$ cat src/rtl/ret_stack_if.sv
// =============================================================================
// ret_stack_if: CU/PC-facing bundle of the return-address stack.
// Rev 1.0
// =============================================================================
`default_nettype none

interface ret_stack_if #(
  parameter int DEPTH = 8,
  parameter int AW    = 8
);
  localparam int DW = $clog2(DEPTH + 1);

  logic [AW-1:0] pc;
  logic [AW-1:0] lit;
  logic          jmp;
  logic          call;
  logic          ret;
  logic          clr_err;
  logic [AW-1:0] k8;
  logic          load;
  logic [DW-1:0] depth;
  logic          full;
  logic          empty;
  logic          overflow;
  logic          underflow;
  logic          conflict;

  // Master drives the decoded strobes; slave is the stack itself.
  modport master (
    output pc, lit, jmp, call, ret, clr_err,
    input  k8, load, depth, full, empty, overflow, underflow, conflict
  );

  modport slave (
    input  pc, lit, jmp, call, ret, clr_err,
    output k8, load, depth, full, empty, overflow, underflow, conflict
  );
endinterface

`default_nettype wire

$ cat src/rtl/ret_stack.sv
// =============================================================================
// ret_stack: hardware return-address stack driving PC redirects for JMP/CALL/RET.
// Rev 1.0
// =============================================================================
`default_nettype none

module ret_stack #(
  parameter int DEPTH = 8,
  parameter int AW    = 8
) (
  input  wire logic  clk,
  input  wire logic  rst_n,
  ret_stack_if.slave bus
);
  localparam int            DW      = $clog2(DEPTH + 1);
  localparam int            PW      = $clog2(DEPTH);
  localparam logic [DW-1:0] C_DEPTH = DW'(DEPTH);
  localparam logic [DW-1:0] C_ONE   = DW'(1);

  logic [AW-1:0] mem_q [DEPTH];
  logic [DW-1:0] depth_q, depth_d;
  logic          overflow_q, overflow_d;
  logic          underflow_q, underflow_d;
  logic          conflict_q, conflict_d;

  logic          do_call, do_jmp, do_ret;
  logic          multi;
  logic          is_full, is_empty;
  logic          push_en, pop_en;
  logic [PW-1:0] top_idx, push_idx;
  logic [AW-1:0] top_val, ret_addr;

  // Strobe arbitration: call beats jmp beats ret; losers have no side effects.
  always_comb begin
    do_call = bus.call;
    do_jmp  = bus.jmp & ~bus.call;
    do_ret  = bus.ret & ~bus.call & ~bus.jmp;
    multi   = (bus.call & bus.jmp) | (bus.call & bus.ret) | (bus.jmp & bus.ret);
  end

  always_comb begin
    is_full  = (depth_q == C_DEPTH);
    is_empty = (depth_q == '0);
    top_idx  = PW'(depth_q - C_ONE);
    push_idx = depth_q[PW-1:0];
    top_val  = mem_q[top_idx];
    ret_addr = bus.pc + AW'(1);
    push_en  = do_call & ~is_full;
    pop_en   = do_ret & ~is_empty;
  end

  always_comb begin
    depth_d = depth_q;
    if (push_en) begin
      depth_d = depth_q + C_ONE;
    end else if (pop_en) begin
      depth_d = depth_q - C_ONE;
    end
  end

  // A fresh error at the same edge as clr_err keeps the flag set.
  always_comb begin
    overflow_d  = (overflow_q  & ~bus.clr_err) | (do_call & is_full);
    underflow_d = (underflow_q & ~bus.clr_err) | (do_ret & is_empty);
    conflict_d  = (conflict_q  & ~bus.clr_err) | multi;
  end

  // Redirect is combinational so the PC loads on the sampling edge.
  always_comb begin
    bus.load = 1'b0;
    bus.k8   = '0;
    if (do_call || do_jmp) begin
      bus.load = 1'b1;
      bus.k8   = bus.lit;
    end else if (pop_en) begin
      bus.load = 1'b1;
      bus.k8   = top_val;
    end
  end

  always_comb begin
    bus.depth     = depth_q;
    bus.full      = is_full;
    bus.empty     = is_empty;
    bus.overflow  = overflow_q;
    bus.underflow = underflow_q;
    bus.conflict  = conflict_q;
  end

  always_ff @(posedge clk or negedge rst_n) begin
    if (!rst_n) begin
      depth_q     <= '0;
      overflow_q  <= 1'b0;
      underflow_q <= 1'b0;
      conflict_q  <= 1'b0;
    end else begin
      depth_q     <= depth_d;
      overflow_q  <= overflow_d;
      underflow_q <= underflow_d;
      conflict_q  <= conflict_d;
    end
  end

  // Entry storage is never cleared; entries above depth are unreachable.
  always_ff @(posedge clk) begin
    if (rst_n && push_en) begin
      mem_q[push_idx] <= ret_addr;
    end
  end

endmodule

`default_nettype wire

$ cat src/flat_wrapper.sv
// flat-port wrapper written by rule: the top's interface ports become plain ports
module ret_stack_flat 
#(
  parameter int DEPTH = 8,
  parameter int AW    = 8
)
  (clk, rst_n, bus_pc, bus_lit, bus_jmp, bus_call, bus_ret, bus_clr_err, bus_k8, bus_load, bus_depth, bus_full, bus_empty, bus_overflow, bus_underflow, bus_conflict);
  ret_stack_if #(.DEPTH(DEPTH), .AW(AW)) bus_i ();
  input  wire logic clk;
  input  wire logic rst_n;
  input wire logic [$bits(bus_i.pc)-1:0] bus_pc;
  input wire logic [$bits(bus_i.lit)-1:0] bus_lit;
  input wire logic [$bits(bus_i.jmp)-1:0] bus_jmp;
  input wire logic [$bits(bus_i.call)-1:0] bus_call;
  input wire logic [$bits(bus_i.ret)-1:0] bus_ret;
  input wire logic [$bits(bus_i.clr_err)-1:0] bus_clr_err;
  output wire logic [$bits(bus_i.k8)-1:0] bus_k8;
  output wire logic [$bits(bus_i.load)-1:0] bus_load;
  output wire logic [$bits(bus_i.depth)-1:0] bus_depth;
  output wire logic [$bits(bus_i.full)-1:0] bus_full;
  output wire logic [$bits(bus_i.empty)-1:0] bus_empty;
  output wire logic [$bits(bus_i.overflow)-1:0] bus_overflow;
  output wire logic [$bits(bus_i.underflow)-1:0] bus_underflow;
  output wire logic [$bits(bus_i.conflict)-1:0] bus_conflict;
  assign bus_i.pc = bus_pc;
  assign bus_i.lit = bus_lit;
  assign bus_i.jmp = bus_jmp;
  assign bus_i.call = bus_call;
  assign bus_i.ret = bus_ret;
  assign bus_i.clr_err = bus_clr_err;
  assign bus_k8 = bus_i.k8;
  assign bus_load = bus_i.load;
  assign bus_depth = bus_i.depth;
  assign bus_full = bus_i.full;
  assign bus_empty = bus_i.empty;
  assign bus_overflow = bus_i.overflow;
  assign bus_underflow = bus_i.underflow;
  assign bus_conflict = bus_i.conflict;
  ret_stack #(.DEPTH(DEPTH), .AW(AW)) u_core (.clk(clk), .rst_n(rst_n), .bus(bus_i));
endmodule
$ cat config.mk
export PLATFORM = sky130hd
export DESIGN_NAME = ret_stack_flat
export DESIGN_NICKNAME = d
export VERILOG_FILES = /design/src/rtl/ret_stack_if.sv /design/src/rtl/ret_stack.sv /design/src/flat_wrapper.sv
export SDC_FILE = /design/constraint.sdc
export NUM_CORES = 1
export LEC_CHECK = 0
export ABC_AREA = 0
export CORE_MARGIN = 2
export CORE_UTILIZATION = 50
export DETAILED_ROUTE_END_ITERATION = 6
export HOLD_SLACK_MARGIN = 0.1
export PLACE_DENSITY = 0.84
export SYNTH_ARGS = -nofsm -noshare
export SYNTH_HDL_FRONTEND = slang
export SYNTH_SLANG_ARGS = --single-unit
$ cat constraint.sdc
create_clock -name clk -period 3.3 [get_ports clk]
set_input_delay 0.66 -clock clk [delete_from_list [all_inputs] [get_ports clk]]
set_output_delay 0.66 -clock clk [all_outputs]
set_load 0.03 [all_outputs]
==> key figures, run 1 <==
Routing
  – Vias post-DR: roughly 1800
  – DRT Pass-1 Iters: 4
  – Vias per cell: approximately 5.7
  – Antenna Nets Post-Route: 0
  – DRC: 0
  – Drt total wl: 5.84 mm
  – Wire per inst: around 19 um
  – DR iter-0 viols: 194

STA
  – Fmax: ~330 MHz
  – Final setup viols: 0
  – Max_slew headroom: 57.9%
  – Minimum clock period: 3050 ps
  – Setup TNS Final: 0 ps
  – Final period util: 92.5%
  – Hold_ws: 495 ps
  – Actual slew at the worst max-slew pin: 627 ps
  – Final worst clock skew: 9.71 ps
  – RSZ-0062 raised after global routing: false
  – Final hold violations: 0
  – Final max-slew violation count: 0

Yosys
  – Multiplexer share of the synthesized area: between 10% and 20%
  – Synth cell types: 37
  – Mean Syn Cell Area: 17.3 sq um
  – Post-synthesis compound-gate area fraction: 4.74%
  – Largest family of logic cells by synthesized area: multiplexers
  – Post-Syn Instances: 179
  – Sequential share of the synthesized area: between 60 and 70%
  – Yosys warns: 0
  – Synth Net Count: 204
  – Synth Area in XOR/XNOR: 2.84%
  – Post-Synthesis Cell Area: 3090 sq um
  – Simple-gate portion of the synthesized area: roughly 8%
  – Number of synthesized register bits: 71
  – Post-synthesis adder-cell area fraction: under 10%

Global routing
  – Gr usage total: 18.8%
  – Number of global-route vias before repair: 1702
  – Initial antenna violation count: 0
  – Largest net degree at the start of global routing: 21
  – First-pass GRT wire length: around 8.8 mm
  – Remaining global-route overflow: 0

Clock network
  – # Post-CTS Setup Buffers: 0
  – Clk buf depth: 2
  – Cts repair resizes: 0
  – Register clock-pin slew on the reported worst setup and hold paths: ~70 ps
  – CTS tree: built
  – Root buffer cell: clkbuf_8
  – H-tree levels: 3
  – # clock sinks: 71
  – Clock latency on the worst-skew pair: 340 ps
  – CTS Hold Bufs: 0
  – Number of buffers created by CTS: 9

Power
  – Net Sw Power: 871 uW
  – Internal power: 1.80 mW
  – Total Power: 2.67 mW
  – Net Sw Frac: 32.6%
  – Combinational Power Share: 37.0%
  – Power Dens Cells: 716 nW/um^2
  – Leakage: approximately 1.4 nW
  – VDD IR max: 0.371 mV
  – Clock network power share: 20.7%
  – Reg power frac: 42.2%

Place
  – HPWL after DPL: between 3 and 4 mm
  – PortBufs: 39
  – DP Cell Count: 298
  – RD Place Congestion: 0.780

Critical path
  – CP Buf/Inv Count: 3
  – Stage delay of the slowest cell on the critical path: ~530 ps
  – Crit-path max FO: 10
  – Crit path DAT: 2390 ps
  – WP data required: 2640 ps
  – Worst Setup EP: bus_k8[3]
  – Critical Path Most Common Cell: buf_4
  – CP endpoint kind: primary output
  – R2R cell count: 6
  – Worst R2R Start: u_core.bus.depth[0]
  – Crit-path cells: inv_1 -> ha_1 -> buf_4 -> mux4_1 -> a22oi_1 -> nand2_1 -> buf_4
  – Crit start category: flip-flop
  – CP max stage cell: ha_1
  – Critical path type: flip-flop to primary output
  – Worst setup startpoint: u_core.bus.depth[0]
  – Crit path max-delay family: adder cells
  – R2R Setup Slk: between 1000 and 1500 ps
  – FF-to-FF End: u_core.mem_q[0][4]
  – Critical Path Stages: 7

Floorplanning
  – Chip height: 82.6 um
  – Die Span X: 82.6 um
  – Placeable Area: between 5000 and 6000 sq um
  – Initial Util: 51.9%
  – FP Rows: 28
  – Total die area: between 6000 and 7000 sq um
  – I/O Pins: 40

Layout
  – FILL cells: 436
  – Post-layout util: a little over three fifths
  – Layout area overhead: 20.9%
  – Ant. Diodes: 0
  – Layout cells sized above 1: 19.7%
  – Nets: 259
  – Area of the multi-input gates: 910 sq um
  – Non-filler cells, final: 313
  – Seq. cell area: 2100 sq um

Worst hold path
  – Hold Path Stages: 1
  – Worst Hold Class: flip-flop to flip-flop

Job
  – Max cap viols: 0

Outcome
  – Status: finished clean
==> synth_stat cells (all sizes together) <==
| master | instances | share of area [%] |
|---|---|---|
| and3 | 1 | 0.20 |
| or3 | 1 | 0.36 |
| a22o | 1 | 0.28 |
| nand2 | 23 | 2.8 |
| a211oi | 1 | 0.24 |
| a31oi | 1 | 0.20 |
| inv | 6 | 0.73 |
| or3b | 2 | 0.65 |
| xnor2 | 6 | 1.7 |
| dfrtp | 7 | 5.7 |
| nand4 | 3 | 0.61 |
| o2bb2ai | 2 | 0.57 |
| or2 | 1 | 0.20 |
| mux4 | 16 | 13 |
| edfxtp | 64 | 62 |
| ha | 3 | 1.2 |
| nand3b | 1 | 0.24 |
| nand2b | 2 | 0.40 |
| and4 | 1 | 0.28 |
| xor2 | 4 | 1.1 |
| buf | 6 | 1.8 |
| a22oi | 8 | 1.9 |
| a32oi | 1 | 0.28 |
| a21oi | 2 | 0.69 |
| o32ai | 1 | 0.53 |
| clkbuf | 1 | 0.16 |
| nand3 | 3 | 0.49 |
| nor2 | 9 | 1.3 |
| nor3 | 2 | 0.32 |
==> through the flow <==
stage	worst slack (ps)	cell area [sq um]
floorplan	216	3090
global placement	363	3580
detailed placement	352	3580
CTS	225	3730
global route	71.1	3730
finish	247	3730
==> power by group through the flow <==
stage | combinational [mW] | sequential, mW | clock (mW)
finish | 0.989 | 1.13 | 0.554
global route | 1.07 | 1.13 | 0.601
CTS | 0.999 | 1.13 | 0.563
detailed placement | 0.995 | 1.15 | 0
global placement | 0.983 | 1.14 | 0
floorplan | 0.685 | 1.20 | 0
==> cell type report <==
class	instances	area share, %
Clock buffer	9	3.32
Clock inverter	6	0.771
Inverter	6	0.603
Multi-Input combinational cell	95	24.4
Sequential cell	71	56.2
Tap cell	75	2.51
Timing Repair Buffer	51	12.3
==> worst min path at each step <==
| stage | startpoint | endpoint | slack [ps] |
|---|---|---|---|
| floorplan | rst_n | u_core.bus.conflict | 360 |
| global placement | u_core.bus.conflict | u_core.bus.conflict | 470 |
| detailed placement | u_core.bus.conflict | u_core.bus.conflict | 480 |
| CTS | u_core.bus.conflict | u_core.bus.conflict | 500 |
| global route | u_core.bus.conflict | u_core.bus.conflict | 520 |
| finish | u_core.bus.conflict | u_core.bus.conflict | 490 |
==> flip-flops by register name (all words and copies together), names as in the netlist <==
name,count
u_core.mem_q,64
u_core.bus.depth,4
u_core.bus.conflict,1
u_core.bus.underflow,1
u_core.bus.overflow,1
==> kinds of logic after synthesis <==
group	Yosys count
muxes	16
xor gates and xnor gates	10
and+or+nand+nor	49
buffers and inverters	13
DFF	71
AOI/OAI and AO/OA	17
adders and majority gates	3
==> cells in the final DEF (no fill, tap or decap), types with 7 or more instances in the layout <==
cell / instances
edfxtp_1: 64
clkdlybuf4s50_1: 30
nand2_1: 23
buf_4: 21
mux4_1: 9
clkbuf_8: 9
a22oi_1: 8
nor2_1: 8
mux4_2: 7
dfrtp_1: 7
==> per-layer routing <==
| layer | wire, um | GRT usage [%] | up-vias |
|---|---|---|---|
| li1 | - | - | 816 |
| met1 | 2500 | 25.6 | 893 |
| met2 | 2950 | 29.9 | 69 |
| met3 | 374 | 4.89 | 2 |
| met4 | 12 | 5.90 | 0 |
| met5 | 0 | 0 | - |
No activity file was read; power rests on OpenSTA's default activity.
==> run 2: changes to the inputs <==
Settings changed: GPL_ROUTABILITY_DRIVEN from default to 0.
==> results of run 2 <==
No change in the layout: final DEF, timing and power equal those of run 1.
